===== config.mk =====
export PLATFORM = sky130hd
export DESIGN_NAME = dpwm_duty_sched
export DESIGN_NICKNAME = d
export VERILOG_FILES = /design/src/rtl/dpwm_pkg.sv /design/src/rtl/dpwm_dither_gen.sv /design/src/rtl/dpwm_duty_sched.sv
export SDC_FILE = /design/constraint.sdc
export NUM_CORES = 1
export LEC_CHECK = 0
export CAP_MARGIN = 20
export CORE_MARGIN = 10
export CORE_UTILIZATION = 30
export DETAILED_ROUTE_END_ITERATION = 16
export MAX_ROUTING_LAYER = met4
export PLACE_DENSITY = 0.54
export SYNTH_ARGS = -nofsm -noshare
export SYNTH_HDL_FRONTEND = slang
export SYNTH_SLANG_ARGS = --single-unit

===== constraint.sdc =====
create_clock -name clk -period 7.2 [get_ports clk]
set_input_delay 1.44 -clock clk [delete_from_list [all_inputs] [get_ports clk]]
set_output_delay 1.44 -clock clk [all_outputs]
set_load 0.01 [all_outputs]

===== src/rtl/dpwm_pkg.sv =====
// Shared encodings, widths and defaults for the DPWM duty scheduler.
package dpwm_pkg;

  localparam int unsigned DUTY_W      = 9;
  localparam int unsigned FRAC_W      = 3;
  localparam int unsigned INT_W       = DUTY_W - FRAC_W;
  localparam int unsigned DEADTIME    = 5;
  localparam int unsigned PERIOD_LAST = 63;
  localparam int unsigned DMIN_DEF    = 2;
  localparam int unsigned DMAX_DEF    = 53;

  typedef enum logic [1:0] {
    IDLE  = 2'd0,
    SOFT  = 2'd1,
    RUN   = 2'd2,
    FAULT = 2'd3
  } state_t;

  // Bit-reversed phase spreads the dither pulses evenly across the 8-period cycle.
  function automatic logic [FRAC_W-1:0] bitrev3(input logic [FRAC_W-1:0] v);
    return {v[0], v[1], v[2]};
  endfunction

endpackage


===== src/rtl/dpwm_dither_gen.sv =====
// Integer duty word from the effective duty; adds fractional dithering when
// DPWM_DITHER_EN is defined, otherwise the fraction bits are dropped.
module dpwm_dither_gen
  import dpwm_pkg::*;
#(
  parameter int unsigned DMAX = DMAX_DEF
) (
  input  logic              clk,
  input  logic              rst,
  input  logic              period_start,
  input  logic [DUTY_W-1:0] eff,
  output logic [INT_W-1:0]  duty_c
);

  logic [INT_W:0] sum_c;

`ifdef DPWM_DITHER_EN
  logic [FRAC_W-1:0] phase_q;
  logic              bump_c;

  always_ff @(posedge clk) begin
    if (!rst) begin
      phase_q <= '0;
    end else if (period_start) begin
      phase_q <= phase_q + FRAC_W'(1);
    end
  end

  assign bump_c = eff[FRAC_W-1:0] > bitrev3(phase_q);
  assign sum_c  = {1'b0, eff[DUTY_W-1:FRAC_W]} + (INT_W+1)'(bump_c);
`else
  // No phase state in this build; clock, reset, strobe and fraction are dropped.
  logic unused_c;
  assign unused_c = ^{clk, rst, period_start, eff[FRAC_W-1:0]};
  assign sum_c    = {1'b0, eff[DUTY_W-1:FRAC_W]};
`endif

  assign duty_c = (sum_c > (INT_W+1)'(DMAX)) ? INT_W'(DMAX) : sum_c[INT_W-1:0];

endmodule


===== src/rtl/dpwm_duty_sched.sv =====
// DPWM duty scheduler: command handshake, clamp, soft-start ramp and fault/stop FSM.
// Fractional dithering is enabled with DPWM_DITHER_EN.
module dpwm_duty_sched
  import dpwm_pkg::*;
#(
  parameter int unsigned DMIN    = DMIN_DEF,
  parameter int unsigned DMAX    = DMAX_DEF,
  parameter int unsigned SS_STEP = 1
) (
  input  logic              clk,
  input  logic              rst,
  input  logic              enable,
  input  logic              fault,
  input  logic              period_start,
  input  logic [DUTY_W-1:0] cmd_duty,
  input  logic              cmd_valid,
  output logic              cmd_ready,
  output logic [INT_W-1:0]  d_n_out,
  output logic              pwm_en,
  output logic              ss_done,
  output logic [1:0]        state
);

  localparam int unsigned SUM_W    = DUTY_W + 1;
  // Never let the duty eat into the dead time before the period wraps.
  localparam int unsigned DMAX_CUT = (DMAX + DEADTIME > PERIOD_LAST) ? (PERIOD_LAST - DEADTIME) : DMAX;
  localparam logic [DUTY_W-1:0] LO_Q = DUTY_W'(DMIN << FRAC_W);
  localparam logic [DUTY_W-1:0] HI_Q = DUTY_W'(DMAX_CUT << FRAC_W);

  state_t            state_q, state_n;
  logic [DUTY_W-1:0] eff_q, eff_n;
  logic [DUTY_W-1:0] target_q, target_n;
  logic [DUTY_W-1:0] pend_q, pend_n;
  logic              pend_vld_q, pend_vld_n;
  logic [INT_W-1:0]  d_q, d_n;
  logic              pwm_en_q, pwm_en_n;
  logic              ss_done_q, ss_done_n;
  logic              rdy_q, rdy_n;

  logic              accept_c;
  logic [DUTY_W-1:0] clamp_c;
  logic [DUTY_W-1:0] tgt_c;
  logic [SUM_W-1:0]  step_sum_c;
  logic [INT_W-1:0]  duty_c;

  dpwm_dither_gen #(.DMAX(DMAX_CUT)) u_dither (
    .clk          (clk),
    .rst          (rst),
    .period_start (period_start),
    .eff          (eff_q),
    .duty_c       (duty_c)
  );

  assign accept_c   = cmd_valid & rdy_q;
  assign clamp_c    = (cmd_duty < LO_Q) ? LO_Q : ((cmd_duty > HI_Q) ? HI_Q : cmd_duty);
  // A pending command becomes the target on the same period_start it is applied.
  assign tgt_c      = (period_start && pend_vld_q) ? pend_q : target_q;
  assign step_sum_c = {1'b0, eff_q} + SUM_W'(SS_STEP);

  always_ff @(posedge clk) begin
    if (!rst) begin
      state_q    <= IDLE;
      eff_q      <= '0;
      target_q   <= LO_Q;
      pend_q     <= '0;
      pend_vld_q <= 1'b0;
      d_q        <= '0;
      pwm_en_q   <= 1'b0;
      ss_done_q  <= 1'b0;
      rdy_q      <= 1'b0;
    end else begin
      state_q    <= state_n;
      eff_q      <= eff_n;
      target_q   <= target_n;
      pend_q     <= pend_n;
      pend_vld_q <= pend_vld_n;
      d_q        <= d_n;
      pwm_en_q   <= pwm_en_n;
      ss_done_q  <= ss_done_n;
      rdy_q      <= rdy_n;
    end
  end

  always_comb begin
    state_n    = state_q;
    eff_n      = eff_q;
    target_n   = target_q;
    pend_n     = pend_q;
    pend_vld_n = pend_vld_q;
    d_n        = d_q;
    pwm_en_n   = pwm_en_q;
    ss_done_n  = ss_done_q;

    if (fault) begin
      state_n    = FAULT;
      eff_n      = '0;
      pend_vld_n = 1'b0;
      d_n        = '0;
      pwm_en_n   = 1'b0;
      ss_done_n  = 1'b0;
    end else begin
      if (period_start && pend_vld_q) begin
        target_n   = pend_q;
        pend_vld_n = 1'b0;
      end
      // Acceptance on a period_start edge waits for the following period_start.
      if (accept_c) begin
        pend_n     = clamp_c;
        pend_vld_n = 1'b1;
      end

      case (state_q)
        IDLE: begin
          if (enable) begin
            state_n = SOFT;
            eff_n   = LO_Q;
          end
        end
        SOFT, RUN: begin
          if (period_start) begin
            if (!enable) begin
              state_n   = IDLE;
              d_n       = '0;
              pwm_en_n  = 1'b0;
              ss_done_n = 1'b0;
            end else begin
              pwm_en_n = 1'b1;
              d_n      = duty_c;
              if (state_q == RUN) begin
                eff_n = tgt_c;
              end else if (step_sum_c >= {1'b0, tgt_c}) begin
                eff_n     = tgt_c;
                state_n   = RUN;
                ss_done_n = 1'b1;
              end else begin
                eff_n = step_sum_c[DUTY_W-1:0];
              end
            end
          end
        end
        FAULT: begin
          if (!enable) begin
            state_n = IDLE;
          end
        end
        default: state_n = IDLE;
      endcase
    end

    rdy_n = ((state_n == SOFT) || (state_n == RUN)) && !pend_vld_n;
  end

  assign cmd_ready = rdy_q;
  assign d_n_out   = d_q;
  assign pwm_en    = pwm_en_q;
  assign ss_done   = ss_done_q;
  assign state     = state_q;

endmodule

==> results.cfg <==
[status]
outcome = finished clean

[clock_tree]
numCtsBuffers = 5
clkLatencyLatePin_ps = 290
htree_levels = 2
cts_root_buf = clkbuf_8
cts_sinks = 39
cts_tree = built
cts.path.max_buffers = 2
ctsHoldBuffers = 0
cts_resized = 0
clkTransAtPathRegs_ps = 80
cts_setup_buffers = 0

[route]
first_pass_iters = 4
drtIter0Drc = 75
vias_per_cell = 4.995
route.detailed.drc = 0
ant_nets = 0
wirelength_mm = 5.391
wl_per_cell_um = 13.44
vias = 2003

[placed_design]
place_congestion = 0.8535
dp_hpwl_mm = 4.186
pre_cts_ws_ps = 2681
dp_cells = 393
portBuffers = 25

[worst_setup_path]
path_class = input pin to register
endpoint_kind = register
max_stage_delay_ps = 500
reg2reg_setup_slack_ps = 4060
crit_buf_inv = 1
crit_family = compound AO/OA/AOI/OAI gates
worstPathArrival_ps = 4390
crit_required_ps = 7380
cp_cell_sequence = clkdlybuf4s50_1 -> nand2_1 -> mux2i_1 -> ha_1 -> a21oi_1 -> o21ai_0 -> o21ba_2 -> o211ai_2 -> or2_0 -> a32o_1
cp-start-kind = input pin
cp_slowest_cell = clkdlybuf4s50_1
crit_fanout = 12

[timing]
fmax_mhz = 237.6
setup_viol = 0
fin_worst_skew_ps = 4.569
whs_ps = 452.9
slew_headroom_pct = 49.48
tightest_slew_ps = 755.4
finalHoldViolCount = 0
rsz0062_at_grt = no
setup_tns_ps = 0
min_period_ps = 4208
drv_slew = 0
fin_ws_ps = 2992
fin_crit_sh_pct = 58.45

[logic_synthesis]
yosysTopAreaCellShare_pct = 33.91
ys_ff_latch = 39
synthTopCellsByArea = dfxtp_1 (34%), ha_1 (7.1%), nand2_1 (6.8%), mux2i_1 (5.2%), a21oi_1 (4.3%)
synth-xor-area-share_pct = 2.663
synth_nets = 310
synth_compound_area_share_pct = 22.99
synthCells = 282
synth_cell_types = 51
avgSynthCellArea_um2 = 8.164
synth_top_family_by_area = simple AND/OR/NAND/NOR gates
synth_simple_gate_area_share_pct = 23.48
synth_top_area_cell = dfxtp_1
yosys-top-cells-count = nand2_1 (42), dfxtp_1 (39), a21oi_1 (20)
syn_area_um2 = 2302
synth_edf_count = 0
async_flop_share_pct = 0
synth.most_common_cell = nand2_1
ys_seq_area_share_pct = 33.91
synthMuxAreaShare_pct = 5.217
ys_warn_count = 0
synth-adder-area-share_pct = 7.065
synth_ff_type = dfxtp_1

[finish]
fillerInstances = 790
final_cells = 401
drive_above_1_share_pct = 6.291
fin_nets = 329
diodes = 0
multi_input_area_um2 = 1414
regArea_um2 = 780.7
areaGrowthSynthToFinish_pct = 18.26

[global_route]
globalRouteOverflowTotal = 0
grt_antenna_before_repair = 0
grt_pass1_vias = 1927
track_usage_pct = 9.859
grt_pass1_wl_mm = 9.183
grt_max_degree = 25

[min_path]
min_path_type = register to register

[pwr]
p_leak_uw = 0.001057
ir_worst_vdd_v = 0.00008483
power_density_nw_per_um2 = 174.8

[floorplan]
coreArea_um2 = 7370
num_rows = 31
dieWidth_um = 107.6
die_y_um = 107.6
die_area_um2 = 11580
ios = 26
start_util_pct = 31.24

[run]
cap_violations = 0
==> cell usage in the layout, fill, tap and decap left out, types with 11 or more instances in the layout <==
cell,instances
a21oi_1,20
inv_1,11
nor2_1,17
ha_1,13
o21ai_0,19
and2_1,14
clkdlybuf4s50_1,25
dfxtp_1,39
nand2_1,42
mux2i_1,12
==> layout make-up <==
class | count | area share [%]
multi-input cells | 219 | 51.93
clock inverters | 3 | 1.608
flip-flops and latches | 39 | 28.68
inverters | 11 | 1.517
repair buffers | 25 | 9.191
clock buffers | 5 | 2.528
well taps | 99 | 4.550
==> worst paths after layout <==
kind,start,endpoint,cells past startpoint
worst max register to register,eff_q[0],eff_q[8],12
worst min-delay path,d_n_out[3],d_n_out[3],2
worst min register to register,d_n_out[3],d_n_out[3],2
worst max-delay path,period_start,eff_q[8],10
==> cells by family (layout without fill, tap and decap cells) <==
group                      after synthesis  after routing
AOI/OAI and AO/OA                       77             77
xor gates and xnor gates                 7              7
adders and majority gates               13             13
buffers and inverters                   24             44
DFF                                     39             39
muxes                                   12             12
and+or+nand+nor                        110            110
==> sequential cells by signal, summed over array words and instances (netlist names) <==
name        count
pwm_en          1
target_q        9
pend_q          9
pend_vld_q      1
d_n_out         6
cmd_ready       1
ss_done         1
eff_q           9
state           2
==> report_power, final <==
part | total [µW] | switching, µW | leakage (µW) | internal [µW]
clock network | 183 | 79.4 | 0.0000581 | 103
logic | 69.7 | 41.7 | 0.000684 | 28.0
registers | 224 | 3.72 | 0.000316 | 220
==> per-stage QoR <==
step | util (%) | area, µm² | total power [µW]
2_1_floorplan | - | 2302 | 275.4
3_3_place_gp | 35.42 | 2610 | 298.4
3_5_place_dp | 35.42 | 2610 | 298.4
4_1_cts | 36.94 | 2723 | 482.1
5_1_grt | 36.94 | 2723 | 499.1
6_report | 36.94 | 2723 | 475.9
==> metal layers <==
layer / share of wire (%) / GRT usage, %
met2: 44 / 15.13
met4: 0.70 / 2.576
met1: 51 / 12.63
met3: 4.0 / 2.395
met5: 0 / -
==> worst reg2reg max path: stages, from the launching register on <==
cell and delay [ps]:
dfxtp_1 440, ha_1 210, nand3_1 130, nor2_1 260
and3_1 220, xor2_1 220, ha_1 310, a21oi_1 140
nand2_1 120, a21oi_4 150, o211ai_2 270, or2_0 300
a32o_1 260
Power figures use the tool's default switching activity.
